$ cat config.mk
export PLATFORM = sky130hd
export DESIGN_NAME = brush_painter
export DESIGN_NICKNAME = d
export VERILOG_FILES = /design/src/rtl/paint_pkg.sv /design/src/rtl/brush_bounds.sv /design/src/rtl/brush_painter.sv
export SDC_FILE = /design/constraint.sdc
export NUM_CORES = 1
export LEC_CHECK = 0
export ABC_AREA = 1
export CAP_MARGIN = 5
export CELL_PAD_IN_SITES_DETAIL_PLACEMENT = 0
export CELL_PAD_IN_SITES_GLOBAL_PLACEMENT = 1
export CORE_UTILIZATION = 30
export CTS_BUF_LIST = sky130_fd_sc_hd__clkbuf_4 sky130_fd_sc_hd__clkbuf_8 sky130_fd_sc_hd__clkbuf_16
export CTS_CLUSTER_SIZE = 40
export DETAILED_ROUTE_END_ITERATION = 10
export GPL_ROUTABILITY_DRIVEN = 0
export GPL_TIMING_DRIVEN = 0
export MAX_ROUTING_LAYER = met4
export PLACE_DENSITY_LB_ADDON = 0.1
export SLEW_MARGIN = 40
export SYNTH_ARGS = -nofsm -noshare
export SYNTH_HDL_FRONTEND = slang
export SYNTH_HIERARCHICAL = 1
export SYNTH_SLANG_ARGS = --single-unit
$ cat constraint.sdc
create_clock -name clk -period 2.7 [get_ports clk]
set_clock_uncertainty 0.05 [all_clocks]
set_input_delay 0.27 -clock clk [delete_from_list [all_inputs] [get_ports clk]]
set_output_delay 0.27 -clock clk [all_outputs]
set_load 0.05 [all_outputs]
$ cat src/rtl/paint_pkg.sv
// paint_pkg: shared canvas constants, colour codes, brush FSM states and command record
package paint_pkg;
  localparam int MAX_COORDINATE = 128;
  localparam int RADIUS_W = 2;
  localparam logic [2:0] COL_ERASE = 3'd0;
  localparam logic [2:0] COL_RED = 3'd1;
  localparam logic [2:0] COL_GREEN = 3'd2;
  localparam logic [2:0] COL_BLUE = 3'd3;
  localparam logic [2:0] COL_WHITE = 3'd7;
  typedef enum logic [1:0] {IDLE, LOAD, SWEEP} brush_state_t;
  typedef struct packed {
    logic [7:0] x;
    logic [7:0] y;
    logic [2:0] color;
    logic [RADIUS_W-1:0] radius;
  } cmd_t;
endpackage

$ cat src/rtl/brush_bounds.sv
// brush_bounds: clips a brush footprint (centre +/- radius) to the canvas in 9-bit signed arithmetic
module brush_bounds
  import paint_pkg::*;
(
  input  logic [7:0]          cx_i,
  input  logic [7:0]          cy_i,
  input  logic [RADIUS_W-1:0] r_i,
  output logic [7:0]          x0_o,
  output logic [7:0]          x1_o,
  output logic [7:0]          y0_o,
  output logic [7:0]          y1_o
);
  function automatic logic [7:0] clip_lo(input logic [7:0] c, input logic [RADIUS_W-1:0] r);
    logic signed [8:0] v;
    v = $signed({1'b0, c}) - $signed(9'(r));
    return v < 0 ? 8'd0 : v[7:0];
  endfunction
  function automatic logic [7:0] clip_hi(input logic [7:0] c, input logic [RADIUS_W-1:0] r);
    logic signed [8:0] v;
    v = $signed({1'b0, c}) + $signed(9'(r));
    return v > $signed(9'(MAX_COORDINATE - 1)) ? 8'(MAX_COORDINATE - 1) : v[7:0];
  endfunction
  assign x0_o = clip_lo(cx_i, r_i);
  assign x1_o = clip_hi(cx_i, r_i);
  assign y0_o = clip_lo(cy_i, r_i);
  assign y1_o = clip_hi(cy_i, r_i);
endmodule

$ cat src/rtl/brush_painter.sv
// brush_painter: expands paint commands into raster pixel writes; BRUSH_ROUND_EN gives a round footprint
module brush_painter
  import paint_pkg::*;
(
  input  logic                clk,
  input  logic                reset,
  input  logic                cmdValid,
  input  logic [7:0]          cmdX,
  input  logic [7:0]          cmdY,
  input  logic [2:0]          cmdColor,
  input  logic [RADIUS_W-1:0] cmdRadius,
  input  logic                wrReady,
  output logic                brush,
  output logic [7:0]          wx,
  output logic [7:0]          wy,
  output logic [2:0]          newColor,
  output logic                busy
);
  brush_state_t state_q, state_d;
  cmd_t cur_q, cur_d, pend_q, pend_d, cmd_in;
  logic pend_v_q, pend_v_d;
  logic [7:0] wx_q, wx_d, wy_q, wy_d, x0_q, x0_d, x1_q, x1_d, y1_q, y1_d;
  logic [7:0] bx0, bx1, by0, by1;
  logic cmd_ok, skip, adv, last, row_end;
  assign cmd_in = {cmdX, cmdY, cmdColor, cmdRadius};
  assign cmd_ok = cmdValid & ({1'b0, cmdX} < 9'(MAX_COORDINATE)) & ({1'b0, cmdY} < 9'(MAX_COORDINATE));
  brush_bounds u_bounds (
    .cx_i(cur_q.x), .cy_i(cur_q.y), .r_i(cur_q.radius),
    .x0_o(bx0), .x1_o(bx1), .y0_o(by0), .y1_o(by1)
  );
`ifdef BRUSH_ROUND_EN
  logic signed [17:0] dx, dy, rr;
  assign dx = $signed(18'(wx_q)) - $signed(18'(cur_q.x));
  assign dy = $signed(18'(wy_q)) - $signed(18'(cur_q.y));
  assign rr = $signed(18'(cur_q.radius)) * $signed(18'(cur_q.radius)) + $signed(18'(cur_q.radius));
  assign skip = (state_q == SWEEP) & (dx * dx + dy * dy > rr);
`else
  assign skip = 1'b0;
`endif
  assign brush = (state_q == SWEEP) & ~skip;
  assign adv = (brush & wrReady) | skip;
  assign row_end = wx_q == x1_q;
  assign last = row_end & (wy_q == y1_q);
  assign wx = wx_q;
  assign wy = wy_q;
  assign newColor = cur_q.color;
  assign busy = (state_q != IDLE) | pend_v_q;
  // next state: latch commands, load clipped bounds, step the raster scan
  always_comb begin
    state_d = state_q;
    cur_d = cur_q;
    pend_d = cmd_ok ? cmd_in : pend_q;
    pend_v_d = pend_v_q | cmd_ok;
    wx_d = wx_q;
    wy_d = wy_q;
    x0_d = x0_q;
    x1_d = x1_q;
    y1_d = y1_q;
    case (state_q)
      IDLE: begin
        pend_v_d = 1'b0;
        state_d = cmd_ok ? LOAD : IDLE;
        cur_d = cmd_ok ? cmd_in : cur_q;
      end
      LOAD: begin
        wx_d = bx0;
        wy_d = by0;
        x0_d = bx0;
        x1_d = bx1;
        y1_d = by1;
        state_d = SWEEP;
      end
      SWEEP: begin
        if (adv && last) begin
          state_d = pend_v_d ? LOAD : IDLE;
          cur_d = pend_v_d ? pend_d : cur_q;
          pend_v_d = 1'b0;
        end else if (adv) begin
          wx_d = row_end ? x0_q : wx_q + 8'd1;
          wy_d = row_end ? wy_q + 8'd1 : wy_q;
        end
      end
      default: state_d = IDLE;
    endcase
  end
  // state and datapath registers; reset abandons any sweep and pending command
  always_ff @(posedge clk or posedge reset) begin
    if (reset) begin
      state_q <= IDLE;
      cur_q <= '0;
      pend_q <= '0;
      pend_v_q <= 1'b0;
      wx_q <= '0;
      wy_q <= '0;
      x0_q <= '0;
      x1_q <= '0;
      y1_q <= '0;
    end else begin
      state_q <= state_d;
      cur_q <= cur_d;
      pend_q <= pend_d;
      pend_v_q <= pend_v_d;
      wx_q <= wx_d;
      wy_q <= wy_d;
      x0_q <= x0_d;
      x1_q <= x1_d;
      y1_q <= y1_d;
    end
  end
endmodule

# Word level (Yosys, flattened, before mapping)
# Cells that the tools add are included.
# totals
register_bits	85
input_bits	25
out_inout_bits	21
elab_cells	74
# classes
add_sub_neg	6
n_lt_le_gt_ge	6
eq_ne	10
n_mux	23
n_bitwise	6
n_reduce_logical	8
# ops
op	n
two-way mux 21 bit	4
two-way mux 8 bit	10
one-hot mux 21 bit (2 select lines)	1
one-hot mux 8 bit (2 select lines)	2
adder 8 x 2 -> 9 bit	2
greater-than comparator 9 x 8 -> 1 bit (second input constant)	2
less-than comparator 9 x 1 -> 1 bit (second input constant)	2
subtractor 8 x 2 -> 9 bit	2
adder 8 x 1 -> 8 bit (second input constant)	2
equality test 8 bit	2
less-than comparator 8 bit (second input constant)	2
!= test 2 x 1 -> 1 bit (second input constant)	4
AND reduction 4 bit	2
one-hot mux 2 bit (3 select lines)	1
nonzero test 2 bit	3
bitwise AND 1 bit	4
!= test 2 bit (second input constant)	2
two-way mux 1 bit	3
AND reduction 3 bit	1
equality test 2 x 1 -> 1 bit (second input constant)	1
equality test 2 bit (second input constant)	1
logical NOT 2 bit	1
two-way mux 2 bit	1
bitwise OR 1 bit	2
2 further kinds	2

# Logic depth before layout (Yosys ltp)
# logic_depth
depth_word	7
depth_mapped	15
depth_no_buf	13

# Cells and area by module
# Netlist, hierarchy kept.
# modules_own_cells
mod	n_inst	cells_each	area_per_inst_um2	seq_area_each_um2
brush_painter	1	626	4692.0	2127.0
brush_bounds	1	168	893.4	0.0

# Least setup slack after synthesis
# Ideal clock, no wire load.
# synth_timing
path_type	flip-flop to flip-flop
from	register state_q[0]
to	register cur_q[1] (netlist name)
setup_ns	0.118
t_arrival_ns	2.149
required_ns	2.532
slack_ns	0.383
stages_incl_launch_ff	16
path_buffers	2
synth_period_minus_slack_ns	2.317
path_cell_list	dfrtp_1 inv_1 ha_1 buf_4 nand2_1 inv_2 nand2_1 nor2_1 nand3_1 nor2_2 nand2_4 nand2_8 nand3_4 buf_6 nand2_1 nand2_1
# synth_via
elab_chain_cells	5
word_cells_on_any_way	10
classes_between	eq/ne: 4; mux: 1; bitwise: 1; reduce/logical: 4
# synth_lines
element	line_no	rtl
start, declared	brush_painter.sv:19	brush_state_t state_q, state_d;
start signal, assigned	brush_painter.sv:99	state_q <= state_d;
equality test 2 bit (*)	brush_painter.sv:40	assign brush = (state_q == SWEEP) & ~skip;
via brush	brush_painter.sv:13	output logic brush,
bitwise AND 1 bit	brush_painter.sv:41	assign adv = (brush & wrReady) | skip;
logical AND 1 bit	brush_painter.sv:74	if (adv && last) begin
!= test 2 x 1 -> 1 bit (no source line)	n/a	
AND reduction 4 bit (no source line)	n/a	
end signal, assigned	brush_painter.sv:100	cur_q <= cur_d;
end, declared	brush_painter.sv:20	cmd_t cur_q, cur_d, pend_q, pend_d, cmd_in;
# The timed path passes the listed nets; every way through them passes the cells marked *.
# A chain may end at the register's enable or synchronous reset.

# Final worst setup path
# layout_timing
from	register state_q[0]
to	register cur_q (netlist bit newColor[2])
# layout_via
elab_chain_cells	5
word_cells_on_any_way	10
classes_between	eq/ne: 4; mux: 1; bitwise: 1; reduce/logical: 4
# layout_lines
element	line_no
equality test 2 bit	brush_painter.sv:40, brush_painter.sv:59
bitwise AND 1 bit	brush_painter.sv:41
logical AND 1 bit	brush_painter.sv:74
!= test 2 x 1 -> 1 bit (no source line)	n/a
AND reduction 4 bit (no source line)	n/a
# Several ways; a longest one is shown, not always the timed one.

==> summary.txt <==
Run status
  • Status: complete, but fails checks
  • Violated checks: design-rule violations

Clock tree
  • Clock Root Buffer: clkbuf_16
  • Num CTS Buffers: 9
  • Clk slew on worst S/H paths: 0.06 ns
  • Hold bufs inserted after CTS: 0
  • Htree depth: 3
  • Post-cts resize count: 0
  • Clock Tree Buf Depth: 2
  • CTS tree: built
  • Clk Latency, worst-skew pair: 0.35 ns
  • Setup Buffers After CTS: 0
  • Clk sinks: between 80 and 90

Die
  • I/O pins: 46
  • Die Ht: between 100 and 150 um
  • Placeable Area: 0.01809 mm^2
  • Die area: between 0.015 and 0.02 mm^2
  • Initial Util: 30.88%
  • Die extent in x: 138.4 um
  • Row cnt: 49

Critical path
  • Worst endpoint required time: 2.88 ns
  • Crit path buffers/inverters: 4
  • Critical path data arrival time: around 2.5 ns
  • CP delay by family, top: buffers and inverters
  • Largest stage delay on the critical path: about 0.50 ns
  • CP max stage cell: clkbuf_1
  • Crit. End Element: flip-flop
  • Worst-path fanout max: 10
  • CP cell instances: inv_1, ha_1, buf_4, buf_2, clkbuf_1, o21ai_0, nand4_1, nand2_1
  • Startpoint types: flip-flop
  • Critical path type: flip-flop to flip-flop

Global routing
  • First-pass GRT wire length: 25350 um
  • GR Util All Layers: 17.17%
  • GR Overflow Total: 0
  • Largest net degree at the start of global routing: 44
  • Vias in the first global route: ~4.9k
  • Initial antenna violation count: 0

Drt
  • Wl on met1: about 7900 um
  • Met3 WL: about 380 um
  • Vias per Instance: about 4.6
  • Total Routed Length: 15330 um
  • Uppermost layer routed: met4
  • Avg WL per Cell: 14.15 um
  • Drt drc: 2
  • DR vias: 5037
  • Violation count after the first detailed-routing iteration: approximately 190
  • DR pass1 iterations: 10
  • Met2 wire length: a little under 7000 um
  • Routed Antenna Nets: 0

Power
  • Power Density: 1125 mW/mm^2
  • Pleak: 0.003375 uW
  • Peak supply drop: 329.2 uV

Final layout
  • Layout cells sized above 1: 8.070%
  • Diode count: 0
  • P&R area growth vs syn: 19.13%
  • Nets: 895

STA
  • Worst-margin pin slew: 0.6123 ns
  • Setup Viol. Count Final: 0
  • Tmin final: 2.352 ns
  • Max-slew violation count: 0
  • Final setup margin: 0.3484 ns
  • Hold WS: 0.2697 ns
  • RSZ-0062 raised after global routing: no
  • Final Cycle Share: 87.10%
  • Final Hold Vio Count: 0
  • FMAX: 425.2 MHz
  • Slew margin rel.: 59.18%

Yosys
  • Post-synthesis register bit count: 85
  • Synth Area per Inst: about 7 um^2
  • Netlist cell types: 36
  • Syn nets: 838
  • Post-synthesis cell area: 0.005585 mm^2
  • Ys Warns: 6
  • Synthesized instance count: a little under 800
  • Sequential fraction of the synthesis area: a little under two fifths

Job
  • Max cap viols: 0

Worst hold path
  • Worst min path class: primary input to async pin

Placement
  • Port bufs: 45
  • Pre-CTS WS: 0.2998 ns
  • DP HPWL: 11750 um
==> Yosys cell counts, drive strengths merged <==
| cell | count | area, um^2 |
|---|---|---|
| nand2 | 312 | 1217 |
| inv | 99 | 371.6 |
| dfrtp | 85 | 2127 |
| o21ai | 71 | 355.3 |
| nand3 | 53 | 310.3 |
| nor2 | 44 | 211.5 |
| nand4 | 32 | 200.2 |
| buf | 19 | 122.6 |
| clkbuf | 15 | 57.55 |
| ha | 15 | 187.7 |
| xnor2 | 9 | 78.83 |
| xor2 | 9 | 78.83 |
| a21oi | 8 | 40.04 |
| nand3b | 6 | 57.56 |
| nor3 | 5 | 36.29 |
| fa | 4 | 80.08 |
| a31oi | 3 | 18.77 |
| or2 | 2 | 12.51 |
| a22oi | 1 | 7.510 |
| and3 | 1 | 7.510 |
| o22ai | 1 | 6.260 |
==> stage by stage <==
stage                     std cells  setup TNS, ns  cell area, um^2  utilization (%)  power (uW)
after floorplan                 794              0             5585                -        5080
after global placement         1068        -122.95             6322            34.96        6205
after detailed placement       1069              0             6359            35.16        6244
after CTS                      1084              0             6654            36.79        7570
after global routing           1084              0             6654            36.79        8171
final                          1084              0             6654            36.79        7486
==> worst paths after layout <==
| check | startpoint | endpoint | slack [ns] | cells after the start |
|---|---|---|---|---|
| min in group clk | cur_q[18] | cur_q[18] | 0.42 | 2 |
| worst max-delay path | state_q[0] | newColor[2] | 0.35 | 8 |
| max in group asynchronous | reset | y1_q[1] | 1.76 | 3 |
| worst min-delay path | reset | pend_q[9] | 0.27 | 2 |
| worst max register to register | state_q[0] | newColor[2] | 0.35 | 8 |
| worst min register to register | cur_q[18] | cur_q[18] | 0.42 | 2 |
==> cell type report <==
type                       instances  area, um^2
inverter                          99       376.6
clock buffer                      11       246.5
fill                            1920       11430
tap                              229       286.5
multi-input combinational        576        2910
timing repair buffer              46       478.0
clock inverter                     4       48.80
sequential                        85        2127
buffer                            34       180.2
==> sequential cells by signal, indices dropped and copies added, names as in the netlist <==
register / cells
wy: 8
newColor: 3
wx: 8
state_q: 2
pend_q: 21
y1_q: 8
cur_q: 18
x0_q: 8
pend_v_q: 1
x1_q: 8
==> logic make-up (layout without fill, tap and decap cells) <==
logic type,Yosys count,in the layout,synth area share [%]
AOI/OAI and AO/OA,84,84,7.661
xor gates and xnor gates,18,18,2.823
adders and majority gates,19,19,4.794
buffers and inverters,133,194,9.879
DFF,85,85,38.08
and+or+nand+nor,455,455,36.76
==> metal layers <==
layer,up-vias,GRT usage [%]
met1,2319,23.46
met3,11,1.974
li1,2621,-
met4,0,5.027
met2,86,26.69
met5,-,-
==> cell usage in the layout, fill, tap and decap left out, types with 8 or more instances in the layout <==
cell type,count
buf_2,8
clkbuf_1,14
clkbuf_16,9
clkdlybuf4s50_1,45
dfrtp_1,85
ha_1,15
inv_1,90
inv_2,8
nand2_1,305
nand3_1,47
nand4_1,32
nor2_1,37
o21ai_0,71
xnor2_1,9
xor2_1,9
==> where the power goes <==
group	switching (uW)	leakage, uW	internal, uW	total (uW)
Clock	533	0.000149	747	1280
Combinational	2570	0.00215	1410	3980
Sequential	498	0.00108	1730	2230
==> worst register-to-register path, stage by stage, from the launching register on <==
cell and delay (ns):
dfrtp_1 0.42, inv_1 0.12, ha_1 0.22, buf_4 0.21, buf_2 0.35, clkbuf_1 0.50
o21ai_0 0.20, nand4_1 0.12, nand2_1 0.06
Power figures use the tool's default switching activity.
